==> config.mk <==
export PLATFORM = sky130hd
export DESIGN_NAME = seg_scan_driver_flat
export DESIGN_NICKNAME = d
export VERILOG_FILES = /design/src/rtl/seg_scan_driver_pkg.sv /design/src/rtl/seg_scan_driver_if.sv /design/src/rtl/seg_scan_driver_hex_decode.sv /design/src/rtl/seg_scan_driver.sv /design/src/flat_wrapper.sv
export SDC_FILE = /design/constraint.sdc
export NUM_CORES = 1
export LEC_CHECK = 0
export BUFFER_PORTS_ARGS = -buffer_cell sky130_fd_sc_hd__buf_2
export CAP_MARGIN = 10
export CORE_UTILIZATION = 54
export CTS_BUF_LIST = sky130_fd_sc_hd__clkbuf_4 sky130_fd_sc_hd__clkbuf_8
export DETAILED_ROUTE_END_ITERATION = 7
export PLACE_DENSITY = 0.78
export SYNTH_ARGS = -nofsm -noshare
export SYNTH_HDL_FRONTEND = slang
export SYNTH_SLANG_ARGS = --single-unit
==> constraint.sdc <==
create_clock -name CK -period 2.2 [get_ports CK]
set_clock_uncertainty 0.1 [all_clocks]
set_input_delay 0.44 -clock CK [delete_from_list [all_inputs] [get_ports CK]]
set_output_delay 0.44 -clock CK [all_outputs]
set_load 0.01 [all_outputs]
==> src/rtl/seg_scan_driver_pkg.sv <==
// Shared constants for the multiplexed 7-segment scan driver.
// State encodings, the 0-F segment table (bit0=a .. bit6=g) and the blank pattern.
package seg_scan_pkg;

  localparam logic [0:0] ST_IDLE = 1'b0;
  localparam logic [0:0] ST_SCAN = 1'b1;

  localparam logic [6:0] SEG_BLANK = 7'h00;

  // Entry 15 first so that SEG_LUT[n] is the pattern for hex digit n.
  localparam logic [15:0][6:0] SEG_LUT = {
    7'h71, 7'h79, 7'h5E, 7'h39, 7'h7C, 7'h77, 7'h6F, 7'h7F,
    7'h07, 7'h7D, 7'h6D, 7'h66, 7'h4F, 7'h5B, 7'h06, 7'h3F
  };

endpackage

==> src/rtl/seg_scan_driver_if.sv <==
// Upstream result-word handshake into the scan driver (valid/ready plus clear).
// master = producer, slave = seg_scan_driver.
interface seg_scan_driver_if #(
  parameter int NDIG = 4
);
  logic                in_valid;
  logic                in_ready;
  logic [4*NDIG-1:0]   in_data;
  logic                in_ovf;
  logic                in_clr;

  modport master (output in_valid, output in_data, output in_ovf, output in_clr, input in_ready);
  modport slave  (input in_valid, input in_data, input in_ovf, input in_clr, output in_ready);
endinterface

==> src/rtl/seg_scan_driver_hex_decode.sv <==
// Combinational hex nibble to 7-segment pattern, active-high, no latency.
module seg_hex_decode
  import seg_scan_pkg::*;
(
  input  logic [3:0] hex,
  output logic [6:0] seg
);
  assign seg = SEG_LUT[hex];
endmodule

==> src/rtl/seg_scan_driver.sv <==
// Multiplexed hex display driver: one pending + one display word, digit scan with overflow blink.
// seg/an registered (1 cycle after scan state); in_ready low while a word is pending or clear is asserted.
module seg_scan_driver
  import seg_scan_pkg::*;
#(
  parameter int NDIG        = 4,
  parameter int DWELL       = 1024,
  parameter int SEG_ACT_LOW = 0,
  parameter int BLINK_LOG2  = 5
) (
  input  logic              CK,
  input  logic              RN,
  seg_scan_driver_if.slave  bus,
  output logic [6:0]        seg_o,
  output logic              dp_o,
  output logic [NDIG-1:0]   an_o,
  output logic              frame_o
);
  localparam int DW = $clog2(DWELL);
  localparam int IW = $clog2(NDIG);
  localparam int FW = BLINK_LOG2 + 1;
  localparam logic POL = (SEG_ACT_LOW != 0);

  logic [0:0]        state;
  logic              pend_full, pend_ovf, disp_ovf;
  logic [4*NDIG-1:0] pend_data, disp_data;
  logic [DW-1:0]     dwell;
  logic [IW-1:0]     dig;
  logic [FW-1:0]     frame_cnt;
  logic [6:0]        seg_r, seg_dec;
  logic [NDIG-1:0]   an_r, an_nxt;
  logic [3:0]        nib;
  logic              scan, last_dwell, last_dig, frame_end, xfer, accept, blank_ovf;

  assign scan       = (state == ST_SCAN);
  assign last_dwell = (dwell == DW'(DWELL - 1));
  assign last_dig   = (dig == IW'(NDIG - 1));
  assign frame_end  = scan & last_dwell & last_dig;
  // Idle picks up a pending word immediately; scanning only swaps at a frame boundary.
  assign xfer       = ~scan | frame_end;
  assign bus.in_ready = RN & ~pend_full & ~bus.in_clr;
  assign accept     = bus.in_valid & bus.in_ready;
  assign blank_ovf  = disp_ovf & frame_cnt[FW-1];

  always_comb begin
    nib = 4'h0;
    for (int i = 0; i < NDIG; i++) begin
      if (dig == IW'(i)) nib = disp_data[4*i +: 4];
    end
  end

  seg_hex_decode u_dec (.hex(nib), .seg(seg_dec));

  assign an_nxt = (scan & ~blank_ovf) ? (NDIG'(1) << dig) : '0;

  always_ff @(posedge CK or negedge RN) begin
    if (!RN) begin
      state     <= ST_IDLE;
      pend_full <= 1'b0;
      pend_ovf  <= 1'b0;
      pend_data <= '0;
      disp_ovf  <= 1'b0;
      disp_data <= '0;
      dwell     <= '0;
      dig       <= '0;
      frame_cnt <= '0;
    end else if (bus.in_clr) begin
      state     <= ST_IDLE;
      pend_full <= 1'b0;
      disp_ovf  <= 1'b0;
      disp_data <= '0;
      dwell     <= '0;
      dig       <= '0;
      frame_cnt <= '0;
    end else begin
      if (accept) begin
        pend_data <= bus.in_data;
        pend_ovf  <= bus.in_ovf;
      end
      pend_full <= accept | (pend_full & ~xfer);
      if (scan) begin
        if (frame_end) frame_cnt <= frame_cnt + 1'b1;
        if (last_dwell) begin
          dwell <= '0;
          dig   <= last_dig ? '0 : dig + 1'b1;
        end else begin
          dwell <= dwell + 1'b1;
        end
      end
      if (xfer & pend_full) begin
        disp_data <= pend_data;
        disp_ovf  <= pend_ovf;
        state     <= ST_SCAN;
        dwell     <= '0;
        dig       <= '0;
      end
    end
  end

  always_ff @(posedge CK or negedge RN) begin
    if (!RN) begin
      seg_r <= SEG_BLANK;
      an_r  <= '0;
    end else if (bus.in_clr) begin
      seg_r <= SEG_BLANK;
      an_r  <= '0;
    end else begin
      seg_r <= scan ? seg_dec : SEG_BLANK;
      an_r  <= an_nxt;
    end
  end

  assign seg_o   = seg_r ^ {7{POL}};
  assign an_o    = an_r ^ {NDIG{POL}};
  assign dp_o    = POL;
  assign frame_o = frame_end & ~bus.in_clr;

endmodule

==> src/flat_wrapper.sv <==
// flat-port wrapper written by rule: the top's interface ports become plain ports
module seg_scan_driver_flat import seg_scan_pkg::*;
#(
  parameter int NDIG        = 4,
  parameter int DWELL       = 1024,
  parameter int SEG_ACT_LOW = 0,
  parameter int BLINK_LOG2  = 5
)
  (CK, RN, seg_o, dp_o, an_o, frame_o, bus_in_valid, bus_in_data, bus_in_ovf, bus_in_clr, bus_in_ready);
  seg_scan_driver_if #(.NDIG(NDIG)) bus_i ();
  input  logic CK;
  input  logic RN;
  output logic [6:0] seg_o;
  output logic dp_o;
  output logic [NDIG-1:0] an_o;
  output logic frame_o;
  input wire logic [$bits(bus_i.in_valid)-1:0] bus_in_valid;
  input wire logic [$bits(bus_i.in_data)-1:0] bus_in_data;
  input wire logic [$bits(bus_i.in_ovf)-1:0] bus_in_ovf;
  input wire logic [$bits(bus_i.in_clr)-1:0] bus_in_clr;
  output wire logic [$bits(bus_i.in_ready)-1:0] bus_in_ready;
  assign bus_i.in_valid = bus_in_valid;
  assign bus_i.in_data = bus_in_data;
  assign bus_i.in_ovf = bus_in_ovf;
  assign bus_i.in_clr = bus_in_clr;
  assign bus_in_ready = bus_i.in_ready;
  seg_scan_driver #(.NDIG(NDIG), .DWELL(DWELL), .SEG_ACT_LOW(SEG_ACT_LOW), .BLINK_LOG2(BLINK_LOG2)) u_core (.CK(CK), .RN(RN), .bus(bus_i), .seg_o(seg_o), .dp_o(dp_o), .an_o(an_o), .frame_o(frame_o));
endmodule
==> run metrics, run 1 <==
status=finished, violations left; violated checks=setup timing; post-synthesis instance total=262; endpoint class of the critical path=output pin; CTS Buffer Depth=2; critical path class=flop to output pin; Core Box Area=5270 um2; CP Max Fanout=4; relative slew slack=47.8%; pin count of the biggest net entering global routing=66; number of global-route vias before repair=2259; Post-route DRC=0; net count after synthesis=295; Synth Warn #=0; worst-skew pair later-pin latency=340 ps; fillers=361; RSZ-0062 raised after global routing=yes; worst-margin pin slew=783 ps; first-pass GRT wire length=10.7 mm; post-synthesis sequential area ratio=53.4%; Hold WC Path Type=primary input to async pin; WL/cell=16.3 um; most common cell after layout, fill and taps aside=dfrtp_1; DR vias/cell=5.78; CTS tree=yes; Post-Route Setup TNS=-161 ps; Setup WS post-layout=-44.4 ps; cell area after synthesis=3050 um2; flop and latch count out of synthesis=65; gr ovfl total=0; ANT cells=0; Die H=77.1 um; Critical Path RT=1660 ps; Placed Instance Area=3360 um2; Layout area overhead=23.3%; H-tree levels=3; Total GRT Usage=23.1%; number of synthesized flops with an enable pin=0; Max Slew Vio Count=0; clock buffer count from CTS=9; Final ANT Viol Nets=0; die area=5950 um2; Arrival @ worst endpoint=1700 ps; Yosys cell types=46; final hold vios=0; drt initial violations=195; starting density of the core=57.8%; Post-Route WL=6.48 mm; clock sinks=65; CTS clock-pin slew for the worst setup and hold paths=70 ps; Power Density=682 nW/um2; initial antenna violation count=0; worst IR drop on VDD=0.550 mV; # setup viols final=6; RD Place Congestion=0.820; # port buffers=33; Mean Syn Cell Area=11.6 um2; share of flip-flops with an asynchronous set or reset after synthesis=100%; DRT Pass-1 Iters=5; nets@finish=357; Peak Freq=0.446 GHz; fin crit period=2240 ps; clock root cell=clkbuf_8; Core Rows=26; fraction of layout cells with a size suffix above 1=37.8%; DP HPWL=4.07 mm; Max Cap Violations=0; commonest cells after routing, fill and taps aside=dfrtp_1 (62), buf_2 (33), buf_4 (27); startpoint types=flop; Period Utilization, post-route=102%; Final Cell Area=3760 um2; via count=2302; Synth Flop Type=dfrtp_1; leakage=1.74 nW; IO Count=35; die width=77.1 um; cts hold-fix bufs=0
## flip-flops by register name, summed over array words and instances (netlist names), 2 cells and up
name / cells
u_core.disp_data: 16
u_core.pend_data: 16
u_core.dwell: 10
u_core.seg_o: 7
u_core.frame_cnt: 6
u_core.an_o: 4
u_core.dig: 2
## through the flow
stage	std cells	utilization [%]	setup WS [ps]	total power (W)	hold slack [ps]
final	398	71.3	-44.4	0.00256	209
after global routing	398	71.3	-148	0.00267	215
after CTS	394	69.8	-91.2	0.00256	216
after detailed placement	368	63.8	-39.6	0.00159	385
after global placement	368	63.8	51.8	0.00158	374
after floorplan	262	-	17.1	0.00150	44.4
## power by group
group	internal, W	switching, W
Combinational	0.000128	0.000124
Sequential	0.00129	0.0000545
Clock	0.000536	0.000435
## routing by layer
layer	routed length [um]	up-vias	global-route usage (%)
met3	379	14	6.31
met1	2890	1140	32.5
met4	101	0	8.11
li1	-	1066	-
met5	0	-	0
met2	3110	82	34.5
## worst paths after layout
path | from | endpoint | slack [ps] | depth (start not counted)
worst min-delay path | RN | u_core.dwell[3] | 210 | 2
worst max register to register | u_core.dig[0] | u_core.seg_o[0] | -40 | 9
min in group CK | bus_in_data[8] | u_core.pend_data[8] | 220 | 2
worst min register to register | u_core.dwell[9] | u_core.dwell[9] | 400 | 1
max in group asynchronous | RN | u_core.dig[0] | 1230 | 2
worst max-delay path | u_core.dig[0] | frame_o | -40 | 5
## critical path, cell delays in order (launching register included)
cell and delay (ps):
dfrtp_2 410, ha_4 150, inv_2 40, or4_4 540, nor2_2 100, buf_2 130
## final cells by class
class	count	area (um2)	share of cell area (%)
sequential	65	1630	43.4
inverter	8	30.0	0.799
multi-input combinational	178	1430	38.0
clock buffer	11	139	3.70
timing repair buffer	62	399	10.6
clock inverter	4	45.0	1.20
tap	70	87.6	2.33
## cell usage after synthesis (2+ instances only)
master    count  share of area, %
a21oi_1       3              0.49
nor3_1        4              0.66
nand4_1       3              0.62
o31ai_1       2              0.49
o21ai_0      11               1.8
and4_1        2              0.57
inv_1         8              0.99
ha_1         12               4.9
nor3b_1       4              0.99
a22o_1       19               5.5
xnor2_1       2              0.57
nand3b_1      5               1.2
buf_4         2              0.49
and2_1        9               1.8
a221oi_1      5               1.4
nand3_1       2              0.33
nor2_1       17               2.1
a31oi_1       6               1.2
buf_2         2              0.33
nand2_1      20               2.5
a211oi_1      5               1.2
xor2_1        5               1.4
mux2i_1       3              0.99
nor2b_1       4              0.82
mux2_2       17               6.3
nand2b_1      2              0.41
clkbuf_1      5              0.62
dfrtp_1      65                53
## kinds of logic after synthesis
family / Yosys count / share of synthesized area (%)
other: 1 / 0.123
flip-flops: 65 / 53.4
AND/OR/NAND/NOR: 78 / 14.2
XOR/XNOR: 7 / 2.01
multiplexers: 20 / 7.27
adder cells (fa/ha/maj): 12 / 4.93
AO/OA/AOI/OAI: 59 / 14.7
buffers and inverters: 20 / 3.41
## timing repair
action	4_1_cts	5_1_grt
pin swaps	6	6
setup buffers	11	2
setup endpoints to repair	13	25
resized for setup	13	12
cloned	0	2
Power figures use the tool's default switching activity.
==> run 2, diff against run 1 <==
Settings changed: CORE_UTILIZATION 54 to 55, SYNTH_HIERARCHICAL from default to 1.
==> run 2 against run 1 <==
Against the previous run: the flow still finishes with violations (setup timing); combinational power rose by 15%; synthesized area rose by 5.3%; critical path type is now flop to flop; hold slack gained 2.7 ps; sequential share of layout area is 4.3 points lower; first-iteration DRC count shrank 23%; highest routed layer unchanged; cell area increased by 11%; critical endpoint is now u_core/seg_o[3].
==> run metrics, run 2 <==
worst IR drop on VDD=0.537 mV; most common cell after layout, fill and taps aside=dfrtp_1; Total GRT Usage=25.2%; clock root cell=clkbuf_8; placed cells=395; startpoint types=flop; worst-skew pair later-pin latency=340 ps; Peak Freq=0.408 GHz; die area=6140 um2; hold_ws=212 ps; CP endpoint=u_core/seg_o[3]; share of flip-flops with an asynchronous set or reset after synthesis=100%; violated checks=setup timing; Core Rows=27; reg-to-reg startpoint=u_core/dig[0]; CTS tree=yes; CTS clock-pin slew for the worst setup and hold paths=70 ps; nets@finish=386; final std cells w/o fill=427; endpoint class of the critical path=flop; RSZ-0062 raised after global routing=yes; clock buffer count from CTS=9; r2r endpoint=u_core/seg_o[3]; ANT cells=0; post-synthesis instance total=282; Reg2Reg Setup Slack=-250 ps; WL/cell=16.6 um; Mean Syn Cell Area=11.4 um2; RD Place Congestion=0.795; Final ANT Viol Nets=0; synth top area cells=dfrtp_1 (51%), mux2i_1 (6.2%), ha_1 (5.1%), mux2_2 (4.2%), nor2_1 (3.9%); DP HPWL=4.26 mm; net count after synthesis=316; grt met3 use=5.00%; Power Density=688 nW/um2; Post-route DRC=0; relative slew slack=46.0%; die width=78.4 um; worst-margin pin slew=810 ps; Critical Path RT=2330 ps; # setup viols final=7; starting density of the core=57.6%; critical path, cell by cell=inv_4, ha_4, nor2b_4, buf_4, buf_6, a221oi_4, o31ai_4, buf_6, mux4_2, and3_1; number of synthesized flops with an enable pin=0; Synth Warn #=6; first-pass GRT wire length=11.7 mm; Layout area overhead=29.7%; count leader, synth=dfrtp_1; R2R cell count=10; IO Count=35; DRT Pass-1 Iters=4; critical path class=flop to flop; Max Slew Vio Count=0; flop and latch count out of synthesis=65; Yosys top cell area share=50.7%; pre-CTS WS=-273 ps; commonest cells in the netlist=dfrtp_1 (65), nor2_1 (33), mux2i_1 (20), nand2_1 (15), ha_1 (13); clock sinks=65; number of global-route vias before repair=2417; fraction of layout cells with a size suffix above 1=36.6%; CP Max Fanout=5; Max Cap Violations=0; met2 Use GR=41.8%; Worst path top cell family by delay=buffers and inverters; status=finished, violations left; CP Buf/Inv Count=4; Core Box Area=5570 um2; post-synthesis sequential area ratio=50.7%; Synth Flop Type=dfrtp_1; Hold WC Path Type=primary input to flop; Top Usage Layer GRT=met2; via count=2443; DR vias/cell=5.72; CP dominant cell by count=buf_6; fillers=365; Yosys cell types=48; initial antenna violation count=0; CP startpoint=u_core/dig[0]; drt initial violations=150; # port buffers=33; cell area after synthesis=3210 um2; max incr delay on CP=480 ps; met1 Resource Use GR=31.1%; H-tree levels=3; fin crit period=2450 ps; commonest cells after routing, fill and taps aside=dfrtp_1 (63), buf_4 (33), buf_2 (33), nor2_1 (33), mux2i_1 (20); gr ovfl total=0; Stages on worst setup path=10; Post-Route WL=7.08 mm; pin count of the biggest net entering global routing=66; slowest CP cell=mux4_2; leakage=1.94 nW; Largest regs=u_core/disp_data: 16 flops, u_core/pend_data: 16 flops, u_core/dwell: 10 flops; CTS Buffer Depth=2; Arrival @ worst endpoint=2570 ps; cts hold-fix bufs=0; top cell type by total area after synthesis=dfrtp_1; final hold vios=0; Die H=78.4 um; Period Utilization, post-route=111%; Setup WS post-layout=-249 ps
run 2: worst min path at each step:
stage | startpoint | to | slack, ps | depth (start not counted)
CTS | bus_in_data[15] | u_core/pend_data[15] | 200 | 2
detailed placement | u_core/pend_data[14] | u_core/pend_data[14] | 380 | 1
global route | bus_in_data[14] | u_core/pend_data[14] | 210 | 2
finish | bus_in_data[14] | u_core/pend_data[14] | 210 | 2
floorplan | RN | u_core/an_o[0] | 40 | 0
global placement | u_core/pend_data[14] | u_core/pend_data[14] | 370 | 1
run 2: cell type report:
type | count | area (um2) | share of cell area (%)
Inverter | 9 | 36.3 | 0.871
Multi-Input combinational cell | 196 | 1700 | 40.7
Timing Repair Buffer | 71 | 478 | 11.5
Clock buffer | 11 | 145 | 3.49
Sequential cell | 65 | 1630 | 39.1
Clock inverter | 3 | 90.1 | 2.16
Tap cell | 72 | 90.1 | 2.16
run 2: logic make-up after synthesis:
group                      count (synthesis)  synth area share [%]
buffers and inverters                     21                  3.66
xor gates and xnor gates                   7                  1.91
DFF                                       65                  50.7
adders and majority gates                 13                  5.07
muxes                                     43                  14.8
other                                      1                 0.117
AOI/OAI and AO/OA                         30                  6.82
and+or+nand+nor                          102                  17.0
run 2: per-stage QoR:
step	power (W)	util, %	setup TNS, ps	cell area, um2
2_1_floorplan	0.00152	-	-407	3310
3_3_place_gp	0.00161	65.6	-627	3660
3_5_place_dp	0.00163	65.6	-1290	3660
4_1_cts	0.00286	72.9	-847	4060
5_1_grt	0.00296	74.7	-1980	4160
6_report	0.00286	74.7	-1480	4160
run 2: routing by layer:
layer | share of wire [%] | wire, um
met4 | 2.6 | 183
met1 | 42 | 2990
met2 | 51 | 3610
met3 | 4.3 | 306
met5 | 0 | 0
run 2: timing repair:
action                     CTS  global route
pin swaps                    5             4
gates resized for setup     16            10
setup endpoints to repair    8             8
gates cloned                 1             0
buffers inserted            10             7
run 2: power breakdown:
part           internal (W)  switching (W)
registers           0.00128      0.0000560
clock network      0.000785       0.000448
logic              0.000149       0.000142
run 2: worst register-to-register path, stage by stage, from the launching register on:
cell and delay [ps]:
dfrtp_2 450, inv_4 100, ha_4 130, nor2b_4 210, buf_4 150, buf_6 100, a221oi_4 60, o31ai_4 240
buf_6 160, mux4_2 480, and3_1 150
==> run 3, diff against run 2 <==
Settings changed: CORE_UTILIZATION 55 to 44, MAX_ROUTING_LAYER from default to met4, PLACE_DENSITY 0.78 to 0.65.
==> run 3 against run 2 <==
Against the previous run: the flow still finishes with violations (setup timing); total power fell by 3.5%; setup slack improved by 33 ps; utilization is 15 points lower; first-iteration DRC count down 4.0%; wire length down 6.6%; cell area is 0.36% lower; global-route usage shrank 4.2 points; via count fell by 4.3%; die area up 24%; critical path depth is the same; register-to-register slack improved by 30 ps; critical endpoint unchanged; largest power group unchanged; highest routed layer unchanged.
==> run metrics, run 3 (synthesis gave the netlist of run 2 again) <==
CTS Buffer Depth=2; r2r endpoint=u_core/seg_o[3]; clock network power share=41.6%; ANT cells=0; commonest cells after routing, fill and taps aside=dfrtp_1 (61), nor2_1 (33), buf_2 (32); Power Density=666 nW/um2; met3 wire length=302 um; clock buffer count from CTS=9; Max Slew Vio Count=0; Core Box Area=6910 um2; Layout area overhead=29.3%; CP dominant cell by count=ha_4; Peak Freq=0.414 GHz; Post-Route WL=6.62 mm; number of global-route vias before repair=2342; endpoint class of the critical path=flop; Hold WC Path Type=primary input to flop; WL/cell=14.8 um; final hold vios=0; status=finished, violations left; worst IR drop on VDD=0.350 mV; IO Count=35; wire length on met2=3.07 mm; Total GRT Usage=21.0%; Post-route DRC=0; Period Utilization, post-route=110%; DP HPWL=4.47 mm; CP startpoint=u_core/dig[0]; Core Rows=30; slowest CP cell=dfrtp_2; max incr delay on CP=450 ps; die area=7640 um2; Setup WS post-layout=-216 ps; pin count of the biggest net entering global routing=66; R2R cell count=10; violated checks=setup timing; RD Place Congestion=0.777; reg-to-reg startpoint=u_core/dig[0]; final std cells w/o fill=447; fraction of layout cells with a size suffix above 1=36.5%; worst-skew pair later-pin latency=350 ps; Final ANT Viol Nets=0; worst-margin pin slew=794 ps; CTS clock-pin slew for the worst setup and hold paths=80 ps; first-pass GRT wire length=11.6 mm; Largest regs=u_core/disp_data: 16 flops, u_core/pend_data: 16 flops, u_core/dwell: 10 flops; CP Max Fanout=4; gr ovfl total=0; via count=2338; most common cell after layout, fill and taps aside=dfrtp_1; internal power=0.00208 W; drt initial violations=144; clock sinks=65; Die H=87.4 um; Post-Route M1 WL=3.16 mm; leakage=1.91 nW; die width=87.4 um; Psw=0.000688 W; critical path class=flop to flop; # port buffers=33; starting density of the core=46.5%; startpoint types=flop; DRT Pass-1 Iters=4; DR vias/cell=5.23; H-tree levels=3; Reg2Reg Setup Slack=-220 ps; Layout Utilization=60.1%; fin crit period=2420 ps; critical path, cell by cell=inv_4, ha_4, nor2b_4, a221oi_4, o31ai_4, buf_4, ha_4, inv_1, mux4_2, and3_4; placed cells=421; initial antenna violation count=0; Critical Path RT=2340 ps; CP endpoint=u_core/seg_o[3]; nets@finish=380; Max Cap Violations=0; hold_ws=206 ps; top layer used by detailed routing=met4; combinational share of power=9.9%; relative slew slack=47.1%; clock root cell=clkbuf_8; # setup viols final=7; total power draw=0.00276 W; Flop pwr share=48.5%; switching portion of total power=24.9%; Arrival @ worst endpoint=2550 ps; CTS tree=yes; RSZ-0062 raised after global routing=yes
==> run 3: how the worst min path moves through the flow <==
stage                                    start              endpoint  slack (ps)  cells after the start
after floorplan                             RN        u_core/an_o[0]          40                      0
after global placement    u_core/pend_data[14]  u_core/pend_data[14]         370                      1
after detailed placement  u_core/pend_data[14]  u_core/pend_data[14]         380                      1
after CTS                       bus_in_data[4]   u_core/pend_data[4]         180                      2
after global routing           bus_in_data[15]  u_core/pend_data[15]         190                      2
final                           bus_in_data[4]   u_core/pend_data[4]         210                      2
==> run 3: cell type report <==
type	count	area (um2)
inverter	9	36.3
timing repair buffer	65	448
clock buffer	9	124
clock inverter	7	100
tap	96	120
sequential	65	1630
multi-input combinational	196	1690
fill	606	2760
==> run 3: power groups by stage <==
stage / logic [W] / clock network, W / registers, W
after floorplan: 0.000180 / 0 / 0.00134
after global placement: 0.000260 / 0 / 0.00136
after detailed placement: 0.000267 / 0 / 0.00136
after CTS: 0.000272 / 0.00118 / 0.00134
after global routing: 0.000311 / 0.00123 / 0.00135
final: 0.000275 / 0.00115 / 0.00134
==> run 3: worst max-delay path: cells and delay by family (launching register included) <==
kind	cells	cell delay, ps
compound gates	2	380
fa+ha+maj	2	270
buf+inv	3	310
flops	1	450
mux	1	440
simple gates	2	330
==> run 3: per-layer routing <==
metal	vias up	track usage, %
li1	1116	-
met1	1154	28.4
met2	59	29.6
met3	9	4.27
met4	0	11.0
met5	-	-
==> run 3: through the flow <==
stage	setup WS (ps)	TNS, ps	instance area [um2]
global placement	-154	-772	3710
floorplan	-166	-407	3310
detailed placement	-249	-1390	3710
CTS	-222	-1150	4010
finish	-216	-1100	4150
global route	-322	-1850	4150
==> run 3: timing repair <==
item                       CTS  global route
buffers inserted             3             7
setup endpoints to repair   14             8
hold buffers                 0             0
gates cloned                 0             0
pin swaps                    3             2
resized for setup           11            16
